File: src/rtl/risc18_pkg.sv
// ============================================================================
// Module   : risc18_pkg
// Brief    : RISC18 opcodes, default pad word, packer FSM states, legality check.
// Revision : 1.0 - initial release
// ============================================================================
`default_nettype none

package risc18_pkg;

  localparam logic [3:0] c_OP_ADD = 4'b0000;
  localparam logic [3:0] c_OP_NDU = 4'b0010;
  localparam logic [3:0] c_OP_LW  = 4'b0100;
  localparam logic [3:0] c_OP_SW  = 4'b0101;
  localparam logic [3:0] c_OP_BEQ = 4'b0110;
  localparam logic [3:0] c_OP_JAL = 4'b1000;

  // Opcode F falls into the core's default path: PC advances, nothing else.
  localparam logic [15:0] c_PAD_WORD = 16'hF000;

  typedef enum logic [0:0] {
    ST_FILL = 1'b0,
    ST_EMIT = 1'b1
  } pack_state_t;

  function automatic logic risc18_legal(input logic [3:0] op);
    case (op)
      c_OP_ADD, c_OP_NDU, c_OP_LW, c_OP_SW, c_OP_BEQ, c_OP_JAL: risc18_legal = 1'b1;
      default: risc18_legal = 1'b0;
    endcase
  endfunction

endpackage

`default_nettype wire

File: src/rtl/risc18_program_packer_if.sv
// ============================================================================
// Module   : risc18_program_packer_if
// Brief    : Instruction-beat input stream and program-image output stream.
// Revision : 1.0 - initial release
// ============================================================================
`default_nettype none

interface risc18_program_packer_if;

  logic        in_valid;
  logic        in_ready;
  logic [3:0]  in_opcode;
  logic [2:0]  in_ra;
  logic [2:0]  in_rb;
  logic [2:0]  in_rc;
  logic [8:0]  in_imm;
  logic        in_last;
  logic        out_valid;
  logic        out_ready;
  logic [63:0] out_image;
  logic [2:0]  out_count;
  logic        err_illegal;

  modport slave (
    input  in_valid, in_opcode, in_ra, in_rb, in_rc, in_imm, in_last, out_ready,
    output in_ready, out_valid, out_image, out_count, err_illegal
  );

  modport master (
    output in_valid, in_opcode, in_ra, in_rb, in_rc, in_imm, in_last, out_ready,
    input  in_ready, out_valid, out_image, out_count, err_illegal
  );

endinterface

`default_nettype wire

File: src/rtl/risc18_insn_encoder.sv
// ============================================================================
// Module   : risc18_insn_encoder
// Brief    : Combinational RISC18 field-to-word encoder with legality flag.
// Revision : 1.0 - initial release
// ============================================================================
`default_nettype none

module risc18_insn_encoder
  import risc18_pkg::*;
(
  input  logic [3:0]  i_opcode,
  input  logic [2:0]  i_ra,
  input  logic [2:0]  i_rb,
  input  logic [2:0]  i_rc,
  input  logic [8:0]  i_imm,
  output logic [15:0] o_word,
  output logic        o_legal
);

  // Unknown opcodes fall through to the register-register layout.
  always_comb begin
    o_word = {i_opcode, i_ra, i_rb, i_rc, 3'b000};
    case (i_opcode)
      c_OP_LW, c_OP_SW, c_OP_BEQ: o_word = {i_opcode, i_ra, i_rb, i_imm[5:0]};
      c_OP_JAL:                   o_word = {i_opcode, i_ra, i_imm};
      default: ;
    endcase
  end

  assign o_legal = risc18_legal(i_opcode);

endmodule

`default_nettype wire

File: src/rtl/risc18_program_packer.sv
// ============================================================================
// Module   : risc18_program_packer
// Brief    : Packs up to four encoded RISC18 instructions into a 64-bit image.
//            RISC18_PACK_OPCHECK_EN: replace illegal opcodes with PAD_WORD and
//            raise sticky err_illegal.
// Revision : 1.0 - initial release
// ============================================================================
`default_nettype none

module risc18_program_packer
  import risc18_pkg::*;
#(
  parameter logic [15:0] PAD_WORD = c_PAD_WORD
)
(
  input  logic                      clock,
  input  logic                      reset,
  risc18_program_packer_if.slave    bus
);

`ifdef RISC18_PACK_OPCHECK_EN
  localparam bit c_OPCHECK = 1'b1;
`else
  localparam bit c_OPCHECK = 1'b0;
`endif

  pack_state_t r_state;
  pack_state_t w_state_next;
  logic [1:0]  r_idx;
  logic [63:0] r_image;
  logic [2:0]  r_count;
  logic        r_err;

  logic        w_ready;
  logic        w_valid;
  logic        w_accept;
  logic        w_handshake;
  logic        w_close;
  logic        w_legal;
  logic        w_drop;
  logic [15:0] w_enc_word;
  logic [15:0] w_slot_word;

  risc18_insn_encoder u_encoder (
    .i_opcode (bus.in_opcode),
    .i_ra     (bus.in_ra),
    .i_rb     (bus.in_rb),
    .i_rc     (bus.in_rc),
    .i_imm    (bus.in_imm),
    .o_word   (w_enc_word),
    .o_legal  (w_legal)
  );

  assign w_drop      = c_OPCHECK && !w_legal;
  assign w_slot_word = w_drop ? PAD_WORD : w_enc_word;

  // Decoded from the state register so ready never depends on out_ready.
  assign w_accept    = bus.in_valid && (r_state == ST_FILL);
  assign w_handshake = bus.out_ready && (r_state == ST_EMIT);
  assign w_close     = (r_idx == 2'd3) || bus.in_last;

  always_ff @(posedge clock or posedge reset) begin
    if (reset) begin
      r_state <= ST_FILL;
    end else begin
      r_state <= w_state_next;
    end
  end

  always_comb begin
    w_state_next = r_state;
    w_ready      = 1'b0;
    w_valid      = 1'b0;
    case (r_state)
      ST_FILL: begin
        w_ready = 1'b1;
        if (w_accept && w_close) begin
          w_state_next = ST_EMIT;
        end
      end
      ST_EMIT: begin
        w_valid = 1'b1;
        if (w_handshake) begin
          w_state_next = ST_FILL;
        end
      end
      default: w_state_next = ST_FILL;
    endcase
  end

  always_ff @(posedge clock or posedge reset) begin
    if (reset) begin
      r_idx   <= 2'd0;
      r_image <= {4{PAD_WORD}};
      r_count <= 3'd0;
      r_err   <= 1'b0;
    end else if (w_accept) begin
      case (r_idx)
        2'd0:    r_image[63:48] <= w_slot_word;
        2'd1:    r_image[47:32] <= w_slot_word;
        2'd2:    r_image[31:16] <= w_slot_word;
        default: r_image[15:0]  <= w_slot_word;
      endcase
      if (w_close) begin
        r_count <= {1'b0, r_idx} + 3'd1;
      end else begin
        r_idx <= r_idx + 2'd1;
      end
      if (w_drop) begin
        r_err <= 1'b1;
      end
    end else if (w_handshake) begin
      r_idx   <= 2'd0;
      r_image <= {4{PAD_WORD}};
      r_count <= 3'd0;
    end
  end

  assign bus.in_ready    = w_ready;
  assign bus.out_valid   = w_valid;
  assign bus.out_image   = r_image;
  assign bus.out_count   = r_count;
  assign bus.err_illegal = r_err;

endmodule

`default_nettype wire

File: src/flat_wrapper.sv
// flat-port wrapper written by rule: the top's interface ports become plain ports
module risc18_program_packer_flat import risc18_pkg::*;
#(
  parameter logic [15:0] PAD_WORD = c_PAD_WORD
)
  (clock, reset, bus_in_valid, bus_in_opcode, bus_in_ra, bus_in_rb, bus_in_rc, bus_in_imm, bus_in_last, bus_out_ready, bus_in_ready, bus_out_valid, bus_out_image, bus_out_count, bus_err_illegal);
  risc18_program_packer_if bus_i ();
  input  logic clock;
  input  logic reset;
  input wire logic [$bits(bus_i.in_valid)-1:0] bus_in_valid;
  input wire logic [$bits(bus_i.in_opcode)-1:0] bus_in_opcode;
  input wire logic [$bits(bus_i.in_ra)-1:0] bus_in_ra;
  input wire logic [$bits(bus_i.in_rb)-1:0] bus_in_rb;
  input wire logic [$bits(bus_i.in_rc)-1:0] bus_in_rc;
  input wire logic [$bits(bus_i.in_imm)-1:0] bus_in_imm;
  input wire logic [$bits(bus_i.in_last)-1:0] bus_in_last;
  input wire logic [$bits(bus_i.out_ready)-1:0] bus_out_ready;
  output wire logic [$bits(bus_i.in_ready)-1:0] bus_in_ready;
  output wire logic [$bits(bus_i.out_valid)-1:0] bus_out_valid;
  output wire logic [$bits(bus_i.out_image)-1:0] bus_out_image;
  output wire logic [$bits(bus_i.out_count)-1:0] bus_out_count;
  output wire logic [$bits(bus_i.err_illegal)-1:0] bus_err_illegal;
  assign bus_i.in_valid = bus_in_valid;
  assign bus_i.in_opcode = bus_in_opcode;
  assign bus_i.in_ra = bus_in_ra;
  assign bus_i.in_rb = bus_in_rb;
  assign bus_i.in_rc = bus_in_rc;
  assign bus_i.in_imm = bus_in_imm;
  assign bus_i.in_last = bus_in_last;
  assign bus_i.out_ready = bus_out_ready;
  assign bus_in_ready = bus_i.in_ready;
  assign bus_out_valid = bus_i.out_valid;
  assign bus_out_image = bus_i.out_image;
  assign bus_out_count = bus_i.out_count;
  assign bus_err_illegal = bus_i.err_illegal;
  risc18_program_packer #(.PAD_WORD(PAD_WORD)) u_core (.clock(clock), .reset(reset), .bus(bus_i));
endmodule
File: config.mk
export PLATFORM = sky130hd
export DESIGN_NAME = risc18_program_packer_flat
export DESIGN_NICKNAME = d
export VERILOG_FILES = /design/src/rtl/risc18_pkg.sv /design/src/rtl/risc18_program_packer_if.sv /design/src/rtl/risc18_insn_encoder.sv /design/src/rtl/risc18_program_packer.sv /design/src/flat_wrapper.sv
export SDC_FILE = /design/constraint.sdc
export NUM_CORES = 1
export LEC_CHECK = 0
export ABC_CLOCK_PERIOD_IN_PS = 2700
export CAP_MARGIN = 20
export CORE_MARGIN = 5
export CORE_UTILIZATION = 40
export DETAILED_ROUTE_END_ITERATION = 16
export PLACE_DENSITY = 0.8
export SKIP_CTS_REPAIR_TIMING = 1
export SYNTH_ARGS = -nofsm -noshare
export SYNTH_HDL_FRONTEND = slang
export SYNTH_HIERARCHICAL = 1
export SYNTH_SLANG_ARGS = --single-unit
File: constraint.sdc
create_clock -name clock -period 2.7 [get_ports clock]
set_input_delay 0.54 -clock clock [delete_from_list [all_inputs] [get_ports clock]]
set_output_delay 0.54 -clock clock [all_outputs]
set_load 0.05 [all_outputs]
# Word-level counts from Yosys, hierarchy flattened
# Index checks and enable logic that the tools add are counted.
# op_classes
bitwise	1
n_eq_ne	13
addsub	2
mul	0
n_shift	0
div_mod_pow	0
reduce_logical	14
magnitude_cmp	0
mux	18
# op_table
op	n
2-to-1 mux 64 bit	2
2-to-1 mux 16 bit	4
case mux 9 bit (2 select lines)	1
equality test 4 x 3 -> 1 bit (second input constant)	3
!= test 2 bit (second input constant)	6
AND reduction 2 bit	6
2-to-1 mux 3 bit	3
2-to-1 mux 2 bit	3
OR reduction 3 bit	2
equality test 2 bit (second input constant)	2
equality test 4 bit (second input constant)	1
2-to-1 mux 1 bit	4
adder 2 x 1 -> 3 bit (second input constant)	1
logical AND 1 bit	3
adder 2 x 1 -> 2 bit (second input constant)	1
equality test 2 x 1 -> 1 bit (second input constant)	1
zero test 2 bit	1
case mux 1 bit (2 select lines)	1
nonzero test 2 bit	1
logical OR 1 bit	1
inverter 1 bit	1
# word_totals
latchBits	0
rom_bits	0
output_inout_bits	70
wordCells	55
n_memories	0
inputBits	27
ram_bits	0
regBits	70

# Depth between registers and ports, before layout
# depth
word_depth	5
mapped_depth	6
ltp_nobuf	5

# By module
# Netlist, hierarchy kept.
# by_module_without_submodules
module	cells_per_inst	n_inst	area_each_um2
risc18_program_packer	279	1	2870.3
risc18_insn_encoder	22	1	230.2

# Worst setup path before layout
# Ideal clock, no wire load.
# synth_path
path_kind	flip-flop to output port
start	register u_core.r_state
end	output port bus_in_ready
t_arrival_ns	1.090
stages_incl_launch_ff	3
t_required_ns	2.160
path_slack_ns	1.070
path_cell_list	dfrtp_1 buf_6 inv_1
# synth_between
elab_chain_len	1
# synth_lines
item	line	rtl
from (decl)	risc18_program_packer.sv:27	pack_state_t r_state;
from (signal assigned)	risc18_program_packer.sv:66	r_state <= w_state_next;
2-to-1 mux 1 bit	risc18_program_packer.sv:74	case (r_state)
to (decl)	flat_wrapper.sv:18	output wire logic [$bits(bus_i.in_ready)-1:0] bus_in_ready;
# No other way between the ends.

# Worst setup path in the final report
# Same ends and word-level chain as after synthesis.

==> metrics.log <==
[metrics] result of the run: complete, no violations
[metrics] CTS H-Tree Depth: 3
[metrics] period utilisation layout: 0.848
[metrics] mean routed wirelength per cell: 15.7 um
[metrics] class of the tightest hold or removal check: reg2reg
[metrics] CP max stage delay: about 0.81 ns
[metrics] count of filler cells inserted in the layout: 673
[metrics] Hold Path Cell Cnt: 2
[metrics] share of cells above drive strength 1: 0.129
[metrics] Final Non-Filler Cells: 490
[metrics] start of the worst register-to-register path: u_core/r_idx[0]$_DFFE_PP0P_
[metrics] final worst-path setup slack: about 0.41 ns
[metrics] Placeable Area: approximately 0.0076 mm^2
[metrics] maximum fanout encountered on the critical timing path: 10
[metrics] die width: around 98 um
[metrics] endpoint of the worst register-to-register path: u_core/bus.out_image[53]$_DFFE_PP0P_
[metrics] Clock Root Buffer: sky130_fd_sc_hd__clkbuf_8
[metrics] die outline height: just under 100 um
[metrics] number of logic stages on the critical path including buffering: 2
[metrics] cell breakdown of the critical path: inv_1 -> clkdlybuf4s50_1
[metrics] worst setup timing slack at the placement stage: ~0.29 ns
[metrics] final critical path time including I/O delays and setup: around 2.3 ns
[metrics] clock tree from TritonCTS: built
[metrics] worst path required time: ~2.2 ns
[metrics] Final Util: 0.557
[metrics] detailed-placement wirelength estimate: ~5700 um
[metrics] critical hold path startpoint: u_core/bus.out_image[34]$_DFFE_PP0P_
[metrics] met1 track utilization from global routing: 0.209
[metrics] weighted congestion at the end of routability-driven global placement: 0.778
[metrics] startpoint kind of the worst setup timing path: flop
[metrics] met2 track demand over resource: 0.261
[metrics] initial core utilization: 0.405
[metrics] total number of placement rows: 32
[metrics] instance count of the mapped netlist: around 300
[metrics] initial drt markers: around 130
[metrics] arrival time of the worst setup path: between 1.5 and 2 ns
[metrics] DR vias: between 2000 and 2500
[metrics] number of buffers created by CTS: 9
[metrics] power density cells: roughly 1300 mW/mm^2
[metrics] worst hold-check slack: around 0.50 ns
[metrics] pin count of the biggest net entering global routing: 50
[metrics] buffers plus inverters on the worst setup path: 2
[metrics] Clock Pin Slew Worst Setup and Hold Paths: 0.07 ns
[metrics] setup slack of the most critical reg-to-reg path: between 1 and 1.5 ns
[metrics] Clk Latency, worst-skew pair: roughly 0.33 ns
[metrics] depth of the worst register-to-register path: 6
[metrics] class of the most critical setup path: reg2out
[metrics] net count reported at finish: 415
[metrics] number of cells after detailed placement: 474
[metrics] I/O pin cnt: 97
[metrics] sum of negative setup slack: 0 ns
[metrics] worst clock skew on the final layout: ~0.0085 ns
[metrics] Max rail drop VDD: around 0.00053 V
[metrics] highest attainable clock frequency: roughly 0.44 GHz
[metrics] Die ar.: 0.00956 mm^2
[metrics] post-synthesis area per instance: just over 10 um^2
[metrics] GR peak layer: met2
[metrics] total congestion overflow: 0
[metrics] top cell family by delay on the critical path: buffers and inverters
[metrics] area of the mapped netlist: around 0.0031 mm^2
[metrics] worst slew margin relative to its limit: 0.533
[metrics] Bufs on Longest Clock Path: 2
[metrics] max-slew violation total from the final report: 0
[metrics] final count of negative-setup-slack endpoints: 0
[metrics] Critical Path Sink Type: output port
[metrics] max-cap violation count: 0
[metrics] Routed Antenna Nets: 0
[metrics] number of port buffers: 95
[metrics] DRT Pass-1 Iters: 4
[metrics] worst hold endpoint: u_core/bus.out_image[34]$_DFFE_PP0P_
[metrics] via count of the first global-routing pass: roughly 2400
[metrics] slew at the pin with the worst max-slew slack: between 0.6 and 0.7 ns
[metrics] overall fraction of global-route tracks in use: 0.162
[metrics] crit path max-delay cell type: sky130_fd_sc_hd__clkdlybuf4s50_1
[metrics] detailed-route DRC error count: 0
[metrics] number of antenna violations at the first check in global routing: 0
[metrics] Synth-to-Final Area Change: 37.5%
[metrics] number of hold violations in the final report: 0
[metrics] drt total wl: between 7000 and 8000 um
[metrics] Synth Warn #: 6
[metrics] number of antenna diodes: 0
[metrics] standby leakage power: 1.84 nW
[metrics] first-pass GRT wire length: roughly 12000 um
[metrics] unrepaired setup endpoints after global routing: no
[metrics] met3 usage: 0.0407
[metrics] clk sinks: 70
[metrics] Avg Vias per Cell: between 4 and 5
[metrics] number of nets produced by synthesis: roughly 330
[sequential cells by signal, indices dropped and copies added, names as in the netlist]
register and count:
u_core/bus.out_count 3, u_core/bus.out_image 64, u_core/r_state 1, u_core/r_idx 2
[worst max-delay path by stage]
stage	start	endpoint	slack, ns
detailed placement	bus_in_opcode[2]	u_core/bus.out_image[53]$_DFFE_PP0P_	0.29
finish	u_core/r_state$_DFF_PP0_	bus_in_ready	0.41
floorplan	reset	u_core/bus.out_count[0]$_DFFE_PP0P_	0.42
global placement	bus_in_opcode[0]	u_core/bus.out_image[21]$_DFFE_PP0P_	0.35
global route	u_core/r_state$_DFF_PP0_	bus_in_ready	0.32
CTS	u_core/r_state$_DFF_PP0_	bus_in_ready	0.38
[metrics by stage]
step	total power (W)	instance area [um^2]
2_1_floorplan	0.00364	3080
5_1_grt	0.00561	4240
4_1_cts	0.00540	4240
6_report	0.00534	4240
3_5_place_dp	0.00465	4070
3_3_place_gp	0.00459	4070
[per-layer routing]
layer  share of wire  up-vias
met1            0.44     1144
met5               0        -
li1                -     1179
met3           0.056       13
met4           0.019        0
met2            0.48       82
[cell usage in the layout (no fill, tap or decap), types with 2 or more instances in the layout]
master / instances
sky130_fd_sc_hd__ha_1: 5
sky130_fd_sc_hd__a21oi_1: 16
sky130_fd_sc_hd__o21ai_1: 6
sky130_fd_sc_hd__clkinv_2: 2
sky130_fd_sc_hd__clkbuf_8: 11
sky130_fd_sc_hd__buf_12: 3
sky130_fd_sc_hd__clkbuf_1: 3
sky130_fd_sc_hd__clkdlybuf4s50_1: 95
sky130_fd_sc_hd__nor3b_1: 2
sky130_fd_sc_hd__nor4b_4: 2
sky130_fd_sc_hd__dfrtp_1: 54
sky130_fd_sc_hd__and2b_2: 3
sky130_fd_sc_hd__nand3_1: 48
sky130_fd_sc_hd__mux2_2: 3
sky130_fd_sc_hd__dfstp_2: 16
sky130_fd_sc_hd__o21ai_0: 45
sky130_fd_sc_hd__mux2_4: 3
sky130_fd_sc_hd__nand3b_1: 4
sky130_fd_sc_hd__nor2_1: 32
sky130_fd_sc_hd__buf_4: 3
sky130_fd_sc_hd__inv_1: 16
sky130_fd_sc_hd__nand2_1: 7
sky130_fd_sc_hd__mux2i_1: 2
[worst min-delay path, stage by stage (launching register included)]
cell,delay (ns)
sky130_fd_sc_hd__dfrtp_1,0.34
sky130_fd_sc_hd__nand3_1,0.06
sky130_fd_sc_hd__o21ai_0,0.06
[report_power, final]
group | switching, W | total [W] | internal (W)
Combinational | 0.00194 | 0.00286 | 0.000917
Sequential | 0.000240 | 0.00175 | 0.00151
Clock | 0.000351 | 0.000733 | 0.000382
[cell type report]
type / count / area [um^2] / share of cell area
multi-input combinational: 184 / 1070 / 0.252
sequential: 70 / 1770 / 0.418
clock inverter: 2 / 10.0 / 0.00236
tap: 102 / 128 / 0.0301
clock buffer: 14 / 163 / 0.0384
inverter: 17 / 63.8 / 0.0151
timing repair buffer: 101 / 1030 / 0.244
Note: power is estimated with default switching activity, not from simulation.
